[config.mk]
export PLATFORM = sky130hd
export DESIGN_NAME = hazard_scoreboard
export DESIGN_NICKNAME = d
export VERILOG_FILES = /design/src/rtl/hazard_pkg.sv /design/src/rtl/hazard_scoreboard_sb_entry.sv /design/src/rtl/hazard_scoreboard.sv
export SDC_FILE = /design/constraint.sdc
export NUM_CORES = 1
export LEC_CHECK = 0
export ABC_AREA = 0
export CORE_ASPECT_RATIO = 1.1
export CORE_MARGIN = 2
export CORE_UTILIZATION = 65
export DETAILED_ROUTE_END_ITERATION = 6
export PLACE_DENSITY = 0.82
export SETUP_SLACK_MARGIN = 0.3
export SYNTH_ARGS = -nofsm -noshare
export SYNTH_HDL_FRONTEND = slang
export SYNTH_SLANG_ARGS = --single-unit
export TNS_END_PERCENT = 10
[constraint.sdc]
create_clock -name clk -period 7.7 [get_ports clk]
set_input_delay 1.155 -clock clk [delete_from_list [all_inputs] [get_ports clk]]
set_output_delay 1.155 -clock clk [all_outputs]
set_load 0.02 [all_outputs]
[src/rtl/hazard_pkg.sv]
// Shared types and latency defaults for the register hazard scoreboard.
// lat_of maps an instruction latency class to the cycles until its result can be forwarded.
package hazard_pkg;

    typedef enum logic [1:0] {
        LAT_ALU  = 2'd0,
        LAT_LOAD = 2'd1,
        LAT_MUL  = 2'd2,
        LAT_RSVD = 2'd3
    } lat_class_e;

    localparam int DEF_NUM_REGS = 32;
    localparam int DEF_REG_W    = 5;
    localparam int DEF_LOAD_LAT = 2;
    localparam int DEF_MUL_LAT  = 5;
    localparam int DEF_CNT_W    = 3;
    localparam int DEF_FWD_EN   = 1;

    // The reserved class is treated as the slowest (MUL) class.
    // The caller truncates the result to its own countdown width.
    function automatic int unsigned lat_of(input lat_class_e  cls,
                                           input int unsigned load_lat,
                                           input int unsigned mul_lat);
        int unsigned lat;
        case (cls)
            LAT_ALU:  lat = 1;
            LAT_LOAD: lat = load_lat;
            default:  lat = mul_lat;
        endcase
        return lat;
    endfunction

endpackage

[src/rtl/hazard_scoreboard_sb_entry.sv]
// Scoreboard entry for one architectural register: pending flag plus remaining-latency countdown.
// Entries update one cycle after set/clear; i_hold freezes the countdown while memory is stalled.
module sb_entry #(
    parameter int CNT_W = 3
) (
    input  logic             clk,
    input  logic             reset,
    input  logic             i_set,
    input  logic [CNT_W-1:0] i_set_cnt,
    input  logic             i_clear,
    input  logic             i_dec,
    input  logic             i_hold,
    output logic             o_pend,
    output logic             o_ready
);

    logic             r_pend;
    logic [CNT_W-1:0] r_cnt;

    // The issue cycle already counts as one elapsed cycle of latency unless memory is frozen,
    // so a 1-cycle ALU result is ready for the very next decode.
    always_ff @(posedge clk) begin
        if (reset) begin
            r_pend <= 1'b0;
            r_cnt  <= '0;
        end else if (i_set) begin
            r_pend <= 1'b1;
            if (i_hold || (i_set_cnt == '0)) begin
                r_cnt <= i_set_cnt;
            end else begin
                r_cnt <= i_set_cnt - CNT_W'(1);
            end
        end else if (i_clear) begin
            r_pend <= 1'b0;
            r_cnt  <= '0;
        end else if (i_dec && !i_hold && (r_cnt != '0)) begin
            r_cnt <= r_cnt - CNT_W'(1);
        end
    end

    assign o_pend  = r_pend;
    assign o_ready = (r_cnt == '0);

endmodule

[src/rtl/hazard_scoreboard.sv]
// Decode-side hazard scoreboard: combinational stall and bypass requests from in-flight write state.
// Stall releases in the same cycle the producer becomes forwardable or writes back.
module hazard_scoreboard
    import hazard_pkg::*;
#(
    parameter int NUM_REGS = DEF_NUM_REGS,
    parameter int REG_W    = DEF_REG_W,
    parameter int LOAD_LAT = DEF_LOAD_LAT,
    parameter int MUL_LAT  = DEF_MUL_LAT,
    parameter int CNT_W    = DEF_CNT_W,
    parameter int FWD_EN   = DEF_FWD_EN
) (
    input  logic             clk,
    input  logic             reset,
    input  logic             d_valid,
    input  logic [REG_W-1:0] d_src_reg_1,
    input  logic [REG_W-1:0] d_src_reg_2,
    input  logic             d_src_used_1,
    input  logic             d_src_used_2,
    input  logic [REG_W-1:0] d_dst_reg,
    input  logic             d_reg_write,
    input  logic [1:0]       d_lat_class,
    input  logic             m_stall,
    input  logic [REG_W-1:0] w_dst_reg,
    input  logic             w_reg_write,
    output logic             f_stall,
    output logic             d_stall,
    output logic             fwd_1,
    output logic             fwd_2,
    output logic [31:0]      stall_cycles
);

    logic [NUM_REGS-1:0] w_pend;
    logic [NUM_REGS-1:0] w_ready;
    logic [CNT_W-1:0]    w_lat;
    logic                w_issue_wr;
    logic                w_haz_1;
    logic                w_haz_2;
    logic                w_notready_1;
    logic                w_notready_2;
    logic                w_waw;
    logic                w_stall;
    logic [31:0]         r_stall_cycles;

    assign w_lat = CNT_W'(lat_of(lat_class_e'(d_lat_class), LOAD_LAT, MUL_LAT));

    // Register 0 is hardwired zero: never pending, always ready.
    assign w_pend[0]  = 1'b0;
    assign w_ready[0] = 1'b1;

    assign w_issue_wr = d_valid && !w_stall && d_reg_write && (d_dst_reg != '0);

    for (genvar g = 1; g < NUM_REGS; g++) begin : g_entry
        sb_entry #(
            .CNT_W (CNT_W)
        ) u_entry (
            .clk       (clk),
            .reset     (reset),
            .i_set     (w_issue_wr && (d_dst_reg == REG_W'(g))),
            .i_set_cnt (w_lat),
            .i_clear   (w_reg_write && (w_dst_reg == REG_W'(g))),
            .i_dec     (w_pend[g]),
            .i_hold    (m_stall),
            .o_pend    (w_pend[g]),
            .o_ready   (w_ready[g])
        );
    end

    // A source being written back this cycle reads the fresh value from the register file.
    always_comb begin
        w_haz_1 = d_src_used_1 && (d_src_reg_1 != '0) && w_pend[d_src_reg_1]
                  && !(w_reg_write && (w_dst_reg == d_src_reg_1));
        w_haz_2 = d_src_used_2 && (d_src_reg_2 != '0) && w_pend[d_src_reg_2]
                  && !(w_reg_write && (w_dst_reg == d_src_reg_2));
        w_notready_1 = w_haz_1 && (!w_ready[d_src_reg_1] || (FWD_EN == 0));
        w_notready_2 = w_haz_2 && (!w_ready[d_src_reg_2] || (FWD_EN == 0));
        w_waw = d_reg_write && (d_dst_reg != '0) && w_pend[d_dst_reg]
                && !(w_reg_write && (w_dst_reg == d_dst_reg));
        w_stall = !reset && d_valid && (w_notready_1 || w_notready_2 || w_waw);
    end

    assign d_stall = w_stall;
    assign f_stall = w_stall;
    assign fwd_1   = !reset && d_valid && w_haz_1 && !w_notready_1;
    assign fwd_2   = !reset && d_valid && w_haz_2 && !w_notready_2;

    always_ff @(posedge clk) begin
        if (reset) begin
            r_stall_cycles <= '0;
        end else if (w_stall && (r_stall_cycles != '1)) begin
            r_stall_cycles <= r_stall_cycles + 32'd1;
        end
    end

    assign stall_cycles = r_stall_cycles;

endmodule
; ---- Yosys cells after proc, flatten, opt, wreduce, memory -nomap -nowiden
; Cells that the tools add are included.
; W data, S select, Z words.
[totals]
ff_bits = 156
latchBits = 0
ram_bits = 0
romBits = 0
inputBits = 30
output_inout_bits = 36
wordCells = 623
mem_count = 0
[op_classes]
add_sub_neg = 33
multipliers = 0
div_mod_pow = 0
magnitude_cmp = 3
eq_ne = 67
n_shift = 0
muxes = 167
bitwise_logic = 0
reduce_logical = 290
[op_table]
columns = operator, count
row1 = $mux W3, 94
row2 = $reduce_bool A3 Y1, 62
row3 = $eq A5 B5 Y1 const B, 32
row4 = $logic_and A1 B1 Y1, 148
row5 = $logic_not A3 Y1, 32
row6 = $sub A3 B1 Y3 const B, 32
row7 = $eq A5 B4 Y1 const B, 16
row8 = $mux W1, 67
row9 = $reduce_bool A2 Y1, 31
row10 = $eq A5 B3 Y1 const B, 8
row11 = $add A32 B1 Y32 const B, 1
row12 = $ne A32 B32 Y1 const B, 1
row13 = $bmux W1 S5, 5
row14 = $eq A5 B2 Y1 const B, 4
row15 = $lt A5 B6 Y1 const B, 3
row16 = $eq A5 B5 Y1, 3
row17 = $reduce_bool A5 Y1, 3
row18 = $eq A5 B1 Y1 const B, 2
row19 = $logic_not A1 Y1, 10
row20 = $pmux W3 S2, 1
row21 = $logic_or A1 B1 Y1, 3
row22 = $eq A2 B1 Y1 const B, 1
row23 = $logic_not A2 Y1, 1

; ---- Logic depth before layout (Yosys ltp)
[depth]
ltp_word = 14
depth_mapped = 13
ltp_nobuf = 11

; ---- Cells and area by module
; From an unflattened synthesis, not the netlist that was laid out.
[unflattened]
hier_cells = 1728
area_unflattened_um2 = 13760.7
[by_module_without_submodules]
columns = module, n_inst, cells_per_inst, area_each_um2, seq_area_each_um2
row1 = sb_entry, 31, 40, 319.1, 80.1
row2 = hazard_scoreboard, 1, 488, 3870.0, 640.6

; ---- Least setup slack after synthesis
; Ideal clock, no wire load.
[synth_path]
path_type = input to output
from = input d_src_reg_1[2]
to = output f_stall
t_arrival_ns = 3.514
required_time_ns = 6.545
slack_ns = 3.031
cell_stages = 10
n_path_buf = 4
path_cell_list = buf_6 -> mux4_2 -> o221a_1 -> a311o_1 -> a2111oi_4 -> nor3_4 -> inv_2 -> buf_2 -> buf_2 -> buf_4
[synth_via]
elab_chain_cells = 8
word_cells_on_any_way = 16
cone_classes = eq/ne: 1 / mux: 4 / reduce/logical: 11
[synth_lines]
columns = item, line_no
row1 = start: declaration, hazard_scoreboard.sv:16  ; input logic [REG_W-1:0] d_src_reg_1,
row2 = "$bmux W1 S5, or another cell as far along", hazard_scoreboard.sv:71  ; w_haz_1 = d_src_used_1 && (d_src_reg_1 != '0) && w_pend[d_src_reg_1]
row3 = "$mux W1 (implied by the code), or another cell as far along", hazard_scoreboard.sv:71
row4 = $logic_and A1 B1 Y1 / $logic_not A1 Y1 (equally long branches), "hazard_scoreboard.sv:71, hazard_scoreboard.sv:72"
row5 = $logic_and A1 B1 Y1, hazard_scoreboard.sv:72  ; && !(w_reg_write && (w_dst_reg == d_src_reg_1));
row6 = $logic_and A1 B1 Y1 *, hazard_scoreboard.sv:75  ; w_notready_1 = w_haz_1 && (!w_ready[d_src_reg_1] || (FWD_EN == 0));
row7 = $logic_or A1 B1 Y1 * (2 in series), hazard_scoreboard.sv:79  ; w_stall = !reset && d_valid && (w_notready_1 || w_notready_2 || w_waw);
row8 = $logic_and A1 B1 Y1 *, hazard_scoreboard.sv:79
row9 = end: declaration, hazard_scoreboard.sv:26  ; output logic f_stall,
; Mark *: on every way between the ends. The rest lies on a longest branch, timed or not. The select of a mux whose other input is x is not followed.

; ---- Worst setup path after layout
[layout_path]
from = input d_src_reg_1[0]
to = output d_stall
[layout_via]
elab_chain_cells = 8
word_cells_on_any_way = 16
cone_classes = eq/ne: 1 / mux: 4 / reduce/logical: 11
[layout_lines]
columns = item, line_no
row1 = "$bmux W1 S5, or another cell as far along", hazard_scoreboard.sv:71
row2 = "$mux W1 (implied by the code), or another cell as far along", hazard_scoreboard.sv:71
row3 = $logic_and A1 B1 Y1 / $logic_not A1 Y1 (equally long branches), "hazard_scoreboard.sv:71, hazard_scoreboard.sv:72"
row4 = $logic_and A1 B1 Y1, hazard_scoreboard.sv:72
row5 = $logic_and A1 B1 Y1 *, hazard_scoreboard.sv:75
row6 = $logic_or A1 B1 Y1 * (2 in series), hazard_scoreboard.sv:79
row7 = $logic_and A1 B1 Y1 *, hazard_scoreboard.sv:79
row8 = end: declaration, hazard_scoreboard.sv:27  ; output logic d_stall,
; Marked as above.

==> qor.txt <==
Ant diodes: 0
Via count: 10684
Starting Density: 65.8%
Seq pwr share: 44.2%
Die ar.: 18100 sq um
Gate power share: 10.2%
Failing checks: design-rule violations
YS warnings: 0
Design area: 12300 sq um
Layout Skew: 15.3 ps
Endpoints failing setup: 0
Hold_buf cts: 0
Vias per cell: 6.74
Final Hold Viols: 0
CP most frequent cell: clkdlybuf4s50_1
Final Power: 1.84 mW
Pwr dens: 150 nW/um^2
DR DRC count: 2
Post-DP HPWL: 24200 microns
Worst EP required: 6550 ps
Worst-Skew Late Latency: 440 ps
CP max stage cell: clkdlybuf4s50_1
Status: complete, but fails checks
Sequential fraction of the synthesis area: 28.2%
Initial antenna violation count: 0
Rows: 50
Die Wd: 128 microns
Setup CP Type: in -> out
Fmax: 0.158 GHz
Vias in the first global route: 9939
Crit path DAT: 5180 ps
Htree depth: 4
CTS tree: yes
Area grow syn2layout: 10.7%
Synthesized instance count: 1359
Post-CTS Repair Setup Buffers: 0
Filler cells: 1333
Die Span Y: 141 microns
CTS root buffer: clkbuf_16
CTS max path bufs: 2
Tmin final: 6330 ps
Worst path max stage delay: 900 ps
Core region area: 16800 sq um
Avg WL per Cell: 21.7 microns
Fin nets: 1459
Clk sinks: 156
Largest net degree at the start of global routing: 103
Leak Pwr: 4.39 nW
DP Area: 11700 sq um
Primary FF master, synth: dfxtp_1
1st-iter DRT viols: 1088
Final GP Congestion: 1.04
Input/output buffers: 65
Clk pwr share: 45.6%
Max-slew violation count: 0
Critical path launch point: d_src_reg_1[0]
RSZ-0062 raised after global routing: no
Post-synth EDFFs: 0
Syn Area/Cell: 8.15 sq um
Fin Setup TNS: 0 ps
Worst hold margin: 492 ps
Crit Path Max Fanout: 22
Syn_nets: 1452
Resized cells post-CTS: 0
Worst VDD drop: 0.157 mV
Start point of the worst hold path: stall_cycles[31]
First-pass GRT wire length: 53900 microns
Internal: 1.33 mW
HP Class: reg -> reg
Most frequent cells in the layout: dfxtp_1 (156), nand2_1 (146), a21oi_1 (91)
Commonest non-fill, non-tap cell in the layout: dfxtp_1
# IOs: 66
Worst slew pin tran: 1220 ps
First-pass DRT Iterations: 7
Tcrit/Tclk final: 82.2%
WL final: 34400 microns
Ys async rst share: 0%
Register bit count reported by yosys: 156
Switch share: 27.6%
Setup crit start kind: input port
Slew headroom: 18.3%
Cts bufs inserted: 17
Max-Cap Viols: 0
Worst Setup End Kind: primary output
Worst R2R Start: g_entry[11].u_entry.r_cnt[1]
Net switching power: 509 uW
Final ANT Viol Nets: 0
Clock-pin slew on the worst setup and hold paths: 70 ps
Worst-path cell chain: clkdlybuf4s50_1, buf_4, mux4_2, o221a_1, a311o_1, a2111oi_4, nor3_4, inv_2, clkdlybuf4s50_1
Proportion of layout cells with a drive suffix above 1: 6.02%
GRT Total Usage: 38.4%
Post-Syn Area: 11100 sq um
Synth unique cells: 81
GR Overflow Total: 0
-- routing by layer --
layer	vias to the layer above	part of all wire, %	track usage, %
li1	4933	-	-
met1	5040	39	48.2
met2	563	45	59.4
met3	148	9.3	9.49
met4	0	6.4	23.2
met5	-	0	0
-- final cells by class --
class                           instances  area [sq um]  area share (%)
Tap cell                              208           260            2.12
Inverter                               78           293            2.39
Sequential cell                       156          3120            25.5
Clock inverter                         11           110           0.899
Clock buffer                           20           457            3.73
Timing Repair Buffer                   74           716            5.84
Multi-Input combinational cell       1039          7290            59.5
-- cell usage after synthesis, types with 42 or more instances --
| cell type | n | share of area [%] |
|---|---|---|
| nor2_1 | 60 | 2.0 |
| dfxtp_1 | 156 | 28 |
| xnor2_1 | 45 | 3.6 |
| ha_1 | 63 | 7.1 |
| nor2b_1 | 42 | 2.4 |
| nand2_1 | 146 | 5.0 |
| a21oi_1 | 91 | 4.1 |
| inv_1 | 75 | 2.5 |
| o21ai_0 | 49 | 2.2 |
| nand3_1 | 72 | 3.3 |
| clkbuf_1 | 60 | 2.0 |
| mux2i_1 | 83 | 7.5 |
-- final timing paths --
kind,end,cells past startpoint,slack [ps]
setup / recovery,d_stall,9,1370
hold / removal,stall_cycles[31],1,490
setup reg to reg,stall_cycles[11],11,3750
hold reg to reg,stall_cycles[31],1,490
-- through the flow --
| step | setup slack (ps) | std cells | utilization [%] |
|---|---|---|---|
| global placement | 1530 | 1555 | 69.4 |
| finish | 1370 | 1586 | 72.8 |
| floorplan | 3030 | 1359 | - |
| detailed placement | 1430 | 1555 | 69.4 |
| CTS | 1400 | 1586 | 72.8 |
| global route | 1270 | 1586 | 72.8 |
-- critical path, delay by kind of cell --
family                 cells  cell delay (ps)
AO/OA/AOI/OAI              3             1230
AND/OR/NAND/NOR            1              100
buffers and inverters      4             2320
multiplexers               1              340
-- sequential cells by signal (all words and copies together) (netlist names) --
name                    cells
stall_cycles               32
g_entry.u_entry.r_cnt      93
g_entry.u_entry.o_pend     31
-- logic make-up after synthesis --
family	Yosys count	synth area share, %
AOI/OAI and AO/OA	297	17.7
xor gates and xnor gates	57	4.51
adders and majority gates	63	7.12
buffers and inverters	164	6.08
DFF	156	28.2
muxes	113	12.5
and+or+nand+nor	509	23.9
-- power groups by stage --
stage	clock network (mW)	logic, mW	registers (mW)
after CTS	0.842	0.181	0.814
after detailed placement	0	0.180	0.832
final	0.841	0.187	0.814
after global placement	0	0.178	0.832
after global routing	0.875	0.196	0.814
after floorplan	0	0.120	0.831
Note: power is estimated with default switching activity, not from simulation.
